<file path="config.mk">
export PLATFORM = sky130hd
export DESIGN_NAME = uart_xfer_sequencer
export DESIGN_NICKNAME = d
export VERILOG_FILES = /design/src/rtl/uart_xfer_sequencer_pkg.sv /design/src/rtl/uart_xfer_sequencer.sv
export SDC_FILE = /design/constraint.sdc
export NUM_CORES = 1
export LEC_CHECK = 0
export ABC_AREA = 1
export ABC_CLOCK_PERIOD_IN_PS = 6150
export BUFFER_PORTS_ARGS = -buffer_cell sky130_fd_sc_hd__buf_4
export CORE_UTILIZATION = 58
export DETAILED_ROUTE_END_ITERATION = 16
export PLACE_DENSITY = 0.9
export SETUP_SLACK_MARGIN = 0.1
export SYNTH_ARGS = -nofsm -noshare
export SYNTH_HDL_FRONTEND = slang
export SYNTH_SLANG_ARGS = --single-unit
</file>
<file path="constraint.sdc">
create_clock -name clk_50m -period 6.15 [get_ports clk_50m]
set_input_delay 0 -clock clk_50m [delete_from_list [all_inputs] [get_ports clk_50m]]
set_output_delay 0 -clock clk_50m [all_outputs]
set_load 0.01 [all_outputs]
</file>
<file path="src/rtl/uart_xfer_sequencer_pkg.sv">
// ---------------------------------------------------------------------------
// uart_xfer_sequencer_pkg
// Shared definitions for the UART bulk-transfer sequencer:
//   - default RAM address / data widths
//   - the pad byte placed in the upper half of every RAM / UART word
//   - FSM state encoding (4-bit constants, legacy-compatible)
//   - helper that tells whether a state counts as "transfer in progress"
// ---------------------------------------------------------------------------
package uart_xfer_sequencer_pkg;

  localparam int ADDR_W_DEF = 16;
  localparam int DATA_W_DEF = 16;

  // Upper byte of every payload word; only bits [7:0] carry data.
  localparam logic [7:0] PAD_BYTE = 8'h00;

  typedef logic [3:0] state_t;

  localparam state_t ST_IDLE     = 4'd0;
  localparam state_t ST_RX_WAIT  = 4'd1;
  localparam state_t ST_RX_WR    = 4'd2;
  localparam state_t ST_RX_GUARD = 4'd3;
  localparam state_t ST_TX_RD    = 4'd4;
  localparam state_t ST_TX_LAT   = 4'd5;
  localparam state_t ST_TX_LD    = 4'd6;
  localparam state_t ST_TX_FIRE  = 4'd7;
  localparam state_t ST_TX_ACK   = 4'd8;
  localparam state_t ST_TX_DRAIN = 4'd9;
  localparam state_t ST_DONE     = 4'd10;

  // busy is reported in every state except IDLE and the one-cycle DONE.
  function automatic logic is_busy_state(input state_t st);
    is_busy_state = (st != ST_IDLE) && (st != ST_DONE);
  endfunction

endpackage

</file>
<file path="src/rtl/uart_xfer_sequencer.sv">
// ---------------------------------------------------------------------------
// uart_xfer_sequencer
// Sequences the UART for bulk image transfer.
//   LOAD: streams xfer_len received bytes into image RAM starting at address 0.
//   DUMP: reads xfer_len RAM words and transmits their low bytes.
// Ports:
//   clk_50m, rst_n            clock, asynchronous active-low reset
//   start_load, start_dump    1-cycle start pulses, accepted only in IDLE
//   abort                     level, returns to IDLE from any state (no done)
//   xfer_len                  byte count, sampled on an accepted start
//   rx_ready, rx_data         uart receive side
//   ready_clr                 clears the uart rx_ready flag
//   tx_data, tx_we, wr_en     uart transmit load / start strobes
//   tx_busy                   uart transmitter busy
//   mem_addr, mem_wdata,
//   mem_we, mem_rdata         image RAM port (read data 1 cycle after addr)
//   busy, done                processor status (done is a 1-cycle pulse)
// All outputs are registered and follow the next-state decode, so every
// strobe is high exactly for the cycle its state is occupied.
// ---------------------------------------------------------------------------
module uart_xfer_sequencer
  import uart_xfer_sequencer_pkg::*;
#(
  parameter int ADDR_W = ADDR_W_DEF,
  parameter int DATA_W = DATA_W_DEF
) (
  input  logic              clk_50m,
  input  logic              rst_n,
  input  logic              start_load,
  input  logic              start_dump,
  input  logic              abort,
  input  logic [ADDR_W-1:0] xfer_len,
  input  logic              rx_ready,
  input  logic [7:0]        rx_data,
  output logic              ready_clr,
  output logic [DATA_W-1:0] tx_data,
  output logic              tx_we,
  output logic              wr_en,
  input  logic              tx_busy,
  output logic [ADDR_W-1:0] mem_addr,
  output logic [DATA_W-1:0] mem_wdata,
  output logic              mem_we,
  input  logic [DATA_W-1:0] mem_rdata,
  output logic              busy,
  output logic              done
);

  state_t            state_r;
  state_t            seq_state_s;
  state_t            state_nx_s;
  logic [ADDR_W-1:0] len_r;
  logic [ADDR_W-1:0] len_nx_s;
  logic [ADDR_W-1:0] count_r;
  logic [ADDR_W-1:0] seq_count_s;
  logic [ADDR_W-1:0] count_nx_s;
  logic [ADDR_W-1:0] addr_r;
  logic [ADDR_W-1:0] seq_addr_s;
  logic [ADDR_W-1:0] addr_nx_s;
  logic [ADDR_W-1:0] count_inc_s;
  logic [ADDR_W-1:0] addr_inc_s;
  logic              last_s;
  logic [DATA_W-1:0] rx_word_s;
  logic [DATA_W-1:0] tx_word_s;
  logic              rdata_unused_s;

  logic              ready_clr_r;
  logic [DATA_W-1:0] tx_data_r;
  logic              tx_we_r;
  logic              wr_en_r;
  logic [DATA_W-1:0] mem_wdata_r;
  logic              mem_we_r;
  logic              busy_r;
  logic              done_r;

  // count_r < len_r whenever it is incremented, so neither sum can wrap.
  assign count_inc_s = count_r + ADDR_W'(1);
  assign addr_inc_s  = addr_r + ADDR_W'(1);
  assign last_s      = (count_inc_s == len_r);

  assign rx_word_s      = DATA_W'({PAD_BYTE, rx_data});
  assign tx_word_s      = DATA_W'({PAD_BYTE, mem_rdata[7:0]});
  assign rdata_unused_s = ^mem_rdata[DATA_W-1:8];

  // Transfer sequencing: next state, sampled length, byte counter, address.
  always_comb begin
    seq_state_s = state_r;
    len_nx_s    = len_r;
    seq_count_s = count_r;
    seq_addr_s  = addr_r;
    case (state_r)
      ST_IDLE: begin
        seq_count_s = '0;
        seq_addr_s  = '0;
        // start_load has priority when both pulses coincide
        if (start_load) begin
          len_nx_s    = xfer_len;
          seq_state_s = (xfer_len == '0) ? ST_DONE : ST_RX_WAIT;
        end else if (start_dump) begin
          len_nx_s    = xfer_len;
          seq_state_s = (xfer_len == '0) ? ST_DONE : ST_TX_RD;
        end else begin
          seq_state_s = ST_IDLE;
        end
      end
      ST_RX_WAIT:  seq_state_s = rx_ready ? ST_RX_WR : ST_RX_WAIT;
      ST_RX_WR:    seq_state_s = ST_RX_GUARD;
      // rx_ready is ignored here while the uart reacts to ready_clr
      ST_RX_GUARD: begin
        seq_count_s = count_inc_s;
        seq_addr_s  = addr_inc_s;
        seq_state_s = last_s ? ST_DONE : ST_RX_WAIT;
      end
      ST_TX_RD:    seq_state_s = ST_TX_LAT;
      // Normally one cycle; holds (address stable) if a frame left over from
      // an aborted transfer is still going, so tx_we never meets tx_busy.
      ST_TX_LAT:   seq_state_s = tx_busy ? ST_TX_LAT : ST_TX_LD;
      ST_TX_LD:    seq_state_s = ST_TX_FIRE;
      ST_TX_FIRE:  seq_state_s = tx_busy ? ST_TX_FIRE : ST_TX_ACK;
      ST_TX_ACK:   seq_state_s = tx_busy ? ST_TX_DRAIN : ST_TX_ACK;
      ST_TX_DRAIN: begin
        if (tx_busy) begin
          seq_state_s = ST_TX_DRAIN;
        end else begin
          seq_count_s = count_inc_s;
          seq_addr_s  = addr_inc_s;
          seq_state_s = last_s ? ST_DONE : ST_TX_RD;
        end
      end
      ST_DONE: begin
        seq_count_s = '0;
        seq_addr_s  = '0;
        seq_state_s = ST_IDLE;
      end
      default: begin
        seq_count_s = '0;
        seq_addr_s  = '0;
        seq_state_s = ST_IDLE;
      end
    endcase
  end

  // abort overrides every state and clears the counters.
  always_comb begin
    state_nx_s = abort ? ST_IDLE : seq_state_s;
    count_nx_s = abort ? '0 : seq_count_s;
    addr_nx_s  = abort ? '0 : seq_addr_s;
  end

  // FSM state, length, counter and address registers.
  always_ff @(posedge clk_50m or negedge rst_n) begin
    if (!rst_n) begin
      state_r <= ST_IDLE;
      len_r   <= '0;
      count_r <= '0;
      addr_r  <= '0;
    end else begin
      state_r <= state_nx_s;
      len_r   <= len_nx_s;
      count_r <= count_nx_s;
      addr_r  <= addr_nx_s;
    end
  end

  // Registered strobes and data, decoded from the state being entered.
  always_ff @(posedge clk_50m or negedge rst_n) begin
    if (!rst_n) begin
      ready_clr_r <= 1'b0;
      mem_we_r    <= 1'b0;
      mem_wdata_r <= '0;
      tx_we_r     <= 1'b0;
      tx_data_r   <= '0;
      wr_en_r     <= 1'b0;
      busy_r      <= 1'b0;
      done_r      <= 1'b0;
    end else begin
      ready_clr_r <= (state_nx_s == ST_RX_WR);
      mem_we_r    <= (state_nx_s == ST_RX_WR);
      mem_wdata_r <= (state_nx_s == ST_RX_WR) ? rx_word_s : '0;
      tx_we_r     <= (state_nx_s == ST_TX_LD);
      tx_data_r   <= (state_nx_s == ST_TX_LD) ? tx_word_s : tx_data_r;
      // leaving TX_FIRE only happens with tx_busy low
      wr_en_r     <= (state_r == ST_TX_FIRE) && (state_nx_s == ST_TX_ACK);
      busy_r      <= is_busy_state(state_nx_s);
      done_r      <= (state_nx_s == ST_DONE);
    end
  end

  assign ready_clr = ready_clr_r;
  assign tx_data   = tx_data_r;
  assign tx_we     = tx_we_r;
  assign wr_en     = wr_en_r;
  assign mem_addr  = addr_r;
  assign mem_wdata = mem_wdata_r;
  assign mem_we    = mem_we_r;
  assign busy      = busy_r;
  assign done      = done_r;

endmodule

</file>
# [After elaboration in Yosys (flattened, before gate mapping)]
# Cells that the tools add are included.
[totals] out_inout_bits=54 inputBits=47 register_bits=73
[op_classes] n_addsub=2 muxes=22 reduce_logical=9 eq_ne=17
[op_table] op="2-to-1 mux 16 bit" n=6
[op_table] op="one-hot mux 16 bit (3 select lines)" n=2
[op_table] op="one-hot mux 4 bit (10 select lines)" n=1
[op_table] op="2-to-1 mux 4 bit" n=9
[op_table] op="adder 16 x 1 -> 16 bit, second input constant" n=2
[op_table] op="equality test 4 x 3 -> 1 bit, second input constant" n=5
[op_table] op="equality test 16 bit" n=1
[op_table] op="equality test 4 bit, second input constant" n=4
[op_table] op="zero test 16 bit" n=1
[op_table] op="equality test 4 x 2 -> 1 bit, second input constant" n=3
[op_table] op="2-to-1 mux 8 bit" n=1
[op_table] op="OR reduction 7 bit" n=1
[op_table] op="equality test 4 x 1 -> 1 bit, second input constant" n=1
[op_table] op="zero test 4 bit" n=1
[op_table] op="2-to-1 mux 2 bit" n=2
[op_table] op="inequality test 4 bit, second input constant" n=1
[op_table] op="AND reduction 2 bit" n=2
[op_table] op="nonzero test 4 bit" n=1
[op_table] op="inequality test 3 bit, second input constant" n=1
[op_table] op="logical AND 1 bit" n=2
[op_table] op="inequality test 2 x 1 -> 1 bit, second input constant" n=1
[op_table] op="nonzero test 2 bit" n=1
[op_table] op="2-to-1 mux 1 bit" n=1

# [Logic depth before layout (Yosys ltp)]
[depth] word_depth=8 depth_mapped=19 ltp_nobuf=19

# [Worst setup path before layout]
# Ideal clock, no wire load.
[synth_timing] path_kind="flip-flop to flip-flop" from="register count_r[0]" to="register tx_data_r[0], in the netlist tx_data[0]" required_time_ns=6.032 t_arrival_ns=1.999 setup_slack_ns=4.033 path_stages_with_launch=19 cell_sequence="dfrtp_1 -> ha_1 -> nand2_2 -> nor2_4 -> nand3_1 -> nand2_1 -> nand2_1 -> nand2_1 -> nand2_1 -> nor2_1 -> nand2_1 -> nor2_1 -> nand2_1 -> nand2_1 -> nand2_2 -> inv_1 -> nand4_2 -> nand2_1 -> nand2_1"
[synth_via] elab_chain_len=7 word_cells_on_any_way=8 cone_classes="add/sub: 1; eq/ne: 2; mux: 5"
[synth_lines] element="from (decl)" line="uart_xfer_sequencer.sv:53" rtl="logic [ADDR_W-1:0] count_r;"
[synth_lines] element="from (signal assigned)" line="uart_xfer_sequencer.sv:159" rtl="count_r <= count_nx_s;"
[synth_lines] element="adder 16 x 1 -> 16 bit (*)" line="uart_xfer_sequencer.sv:76" rtl="assign count_inc_s = count_r + ADDR_W'(1);"
[synth_lines] element="equality test 16 bit (*)" line="uart_xfer_sequencer.sv:78" rtl="assign last_s = (count_inc_s == len_r);"
[synth_lines] element="2-to-1 mux 4 bit" line="uart_xfer_sequencer.sv:126" rtl="seq_state_s = last_s ? ST_DONE : ST_TX_RD;"
[synth_lines] element="2-to-1 mux 4 bit" line="uart_xfer_sequencer.sv:121" rtl="if (tx_busy) begin"
[synth_lines] element="one-hot mux 4 bit (10 select lines) (*)" line="uart_xfer_sequencer.sv:90" rtl="case (state_r)"
[synth_lines] element="2-to-1 mux 4 bit (*)" line="uart_xfer_sequencer.sv:144" rtl="state_nx_s = abort ? ST_IDLE : seq_state_s;"
[synth_lines] element="equality test 4 x 3 -> 1 bit (*)" line="uart_xfer_sequencer.sv:180" rtl="tx_data_r <= (state_nx_s == ST_TX_LD) ? tx_word_s : tx_data_r;"
[synth_lines] element="to (signal assigned)" line="uart_xfer_sequencer.sv:180"
[synth_lines] element="to (decl)" line="uart_xfer_sequencer.sv:67" rtl="logic [DATA_W-1:0] tx_data_r;"
# Mark *: on every way between the ends. The rest lies on a longest branch, timed or not.
# A chain may end at the register's enable or synchronous reset.

# [Worst setup path after layout]
[layout_timing] from="register state_r[2]" to="register count_r[15]"
[layout_via] elab_chain_len=4 word_cells_on_any_way=15 cone_classes="eq/ne: 11; mux: 2; reduce/logical: 2"
[layout_lines] element="from (decl)" line="uart_xfer_sequencer.sv:48" rtl="state_t state_r;"
[layout_lines] element="from (signal assigned)" line="uart_xfer_sequencer.sv:157" rtl="state_r <= state_nx_s;"
[layout_lines] element="equality test 4 x 3 -> 1 bit (tied with other cells)" line="uart_xfer_sequencer.sv:90"
[layout_lines] element="OR reduction 7 bit (no source line)"
[layout_lines] element="one-hot mux 16 bit (3 select lines) or inequality test 2 x 1 -> 1 bit (tied branches)"
[layout_lines] element="2-to-1 mux 16 bit or AND reduction 2 bit (tied branches)"
# Several ways; a longest one is shown, not always the timed one.

==> impl_metrics.ini <==
[outcome]
outcome = finished, final reports clean

[place]
dpl.hpwl_um = 7440
place_congestion = 0.861
place_area_um2 = 4830
numPortBuffers = 76

[timing]
period_share_pct = 57.0
min_period_ns = 3.50
slew_headroom_pct = 21.1
rsz0062_at_grt = no
skew_ns = 0.00784
setup_viol = 0
fmax_ghz = 0.285
setup-tns-final_ns = 0
drv_slew = 0
worst_slew_pin_slew_ns = 1.18
hold_viol = 0

[die]
row_count = 30
fp.dieW_um = 87.5
coreArea_um2 = 6940
start_util_pct = 61.1
die_h_um = 87.5
io_pins = 101
die_area_um2 = 7660

[synthesis]
synth.area.top_cells = dfrtp_1 43%, nand2_1 13%, inv_1 8.0%
synthCells = 576
synth.distinct_cells = 37
yosys_warnings = 0
avgSynthCellArea_um2 = 7.37
yosysTopAreaCell = dfrtp_1
ys_seq_elements = 73
seq_area_frac_synth_pct = 43.0
synth_top_area_share_pct = 43.0
netlist_area_um2 = 4240

[finish]
layout.nets = 735
final_common_cell = nand2_1
final_cell_mix = 143 x nand2_1, 91 x inv_1, 76 x buf_4, 73 x dfrtp_1, 54 x nand3_1
fillers = 375
final_area_um2 = 5440
diodes = 0
drive_above_1_share_pct = 18.1
area_growth_syn_to_layout_pct = 28.2

[setup_path]
critPathKind = reg -> reg
slowest_delay_ns = 0.89
crit-reg2reg-launch = state_r[2]
worst_path_max_delay_cell = nor2_1
path_cells = inv_1, nor2_1, inv_1, nand4_1, inv_1, nor2_1, inv_1, o21ai_0
worstSetupStartpointType = flop
endpoint_kind = flop
cp.arrival_ns = 3.75
crit_start = state_r[2]
regToRegSetupSlack_ns = 2.65
critPathMaxFanout = 27
path_common_cell = inv_1
worstPathRequired_ns = 6.39

[clock_tree]
clk_path_buf_depth = 2
clk_pin_slew_ns = 0.09
cts_tree = built
htree_num_levels = 3
cts.sinks = 73
cts_setup_buffers = 0
cts_buffers = 9
cts-root-buf = clkbuf_8
clk_latency_ns = 0.36

[grt]
grt_pass1_vias = 4457
grt.overflow.total = 0
grt_use_total_pct = 35.8
grt_pass1_wl_um = 21000
antenna_found_initial = 0
grt_max_degree = 74

[worst_hold_path]
hp-start = abort
holdCritPathClass = in -> reg

[drt]
drc = 0
drt.antenna.violating_nets = 0
first_pass_iters = 5
drt_iter0_drc = 500
viasPerCell = 5.77
wl_per_cell_um = 16.2
num_vias = 4540
wl_um = 12800

[power_and_ir_drop]
p_leak_nw = 2.81
p_per_area_nw_per_um2 = 284
vdd_drop_max_uv = 216

[flow_run]
drv_cap = 0
-- through the flow --
step | hold slack, ns | util, % | worst slack (ns) | instances | power, W
after floorplan | -0.296 | - | 4.03 | 591 | 0.000849
after global placement | 0.185 | 69.6 | 3.14 | 738 | 0.000958
after detailed placement | 0.192 | 69.6 | 3.05 | 738 | 0.000976
after CTS | 0.0775 | 78.3 | 2.91 | 787 | 0.00151
after global routing | 0.133 | 78.3 | 2.48 | 787 | 0.00161
final | 0.0914 | 78.3 | 2.65 | 787 | 0.00155
-- per-layer routing --
layer  GRT usage [%]  part of all wire (%)  vias to the layer above
li1                -                     -                     2028
met1            42.7                    37                     2103
met2            60.7                    48                      325
met3            6.97                   8.2                       84
met4            20.6                   6.0                        0
met5               0                     0                        -
-- synthesized netlist by cell type (all sizes together) --
library cell    n
xnor3           2
a31oi           2
nand4          12
buf            19
inv            96
nand3          55
conb            1
a22o            1
nand3b          3
o41ai           1
dfrtp          73
clkbuf          6
o22ai          10
o32ai           1
a221oi          1
a21oi          11
o21ai          39
o221ai          1
ha              2
nor3           11
xor2            2
o31ai           1
nand2         150
a211o           1
nor2           70
or2             1
o21a            4
-- worst paths after layout --
check | to | cells after the start
max | count_r[15] | 8
min in group asynchronous | mem_wdata[6] | 2
max in group asynchronous | tx_data[6] | 2
min reg2reg | tx_data[5] | 2
min | mem_addr[2] | 4
max reg2reg | count_r[15] | 8
-- cells by family (layout without fill, tap and decap cells) --
family                     Yosys count  count (layout)  synth area share (%)
AOI/OAI and AO/OA                   73              73                  9.79
and+or+nand+nor                    302             302                  32.8
adders and majority gates            2               2                 0.590
DFF                                 73              73                  43.0
xor gates and xnor gates             4               4                  1.47
other                                1              16                0.0884
buffers and inverters              121             221                  12.3
-- what timing repair did --
action	in CTS	in global routing
setup endpoints to repair	0	0
hold buffers	33	0
endpoints found under the hold margin	105	0
resized for setup	0	0
-- registers in the layout (all words and copies together) (netlist names) --
| signal | cells |
|---|---|
| tx_data | 8 |
| state_r | 4 |
| len_r | 16 |
| count_r | 16 |
| mem_wdata | 8 |
| wr_en | 1 |
| done | 1 |
| mem_we | 1 |
| tx_we | 1 |
| busy | 1 |
| mem_addr | 16 |
-- cell type report --
| cell class | count | area [um^2] | area share [%] |
|---|---|---|---|
| timing repair buffer | 109 | 901 | 16.6 |
| inverter | 96 | 360 | 6.62 |
| tap | 96 | 120 | 2.21 |
| multi-input combinational | 397 | 1960 | 36.0 |
| sequential | 73 | 1830 | 33.6 |
| clock buffer | 10 | 138 | 2.53 |
| clock inverter | 6 | 138 | 2.53 |
-- critical path: cells and delay by family, from the launching register on --
family	cells	cell delay [ns]
compound gates	1	0.48
buf+inv	4	1.08
simple gates	3	1.43
flops	1	0.39
-- report_power, final --
part / switching (W) / total, W / internal, W / leakage (nW)
Combinational: 0.000253 / 0.000409 / 0.000156 / 1.69
Clock: 0.000201 / 0.000525 / 0.000324 / 0.137
Sequential: 0.0000635 / 0.000613 / 0.000550 / 0.983
(Power assumes the default switching activity.)
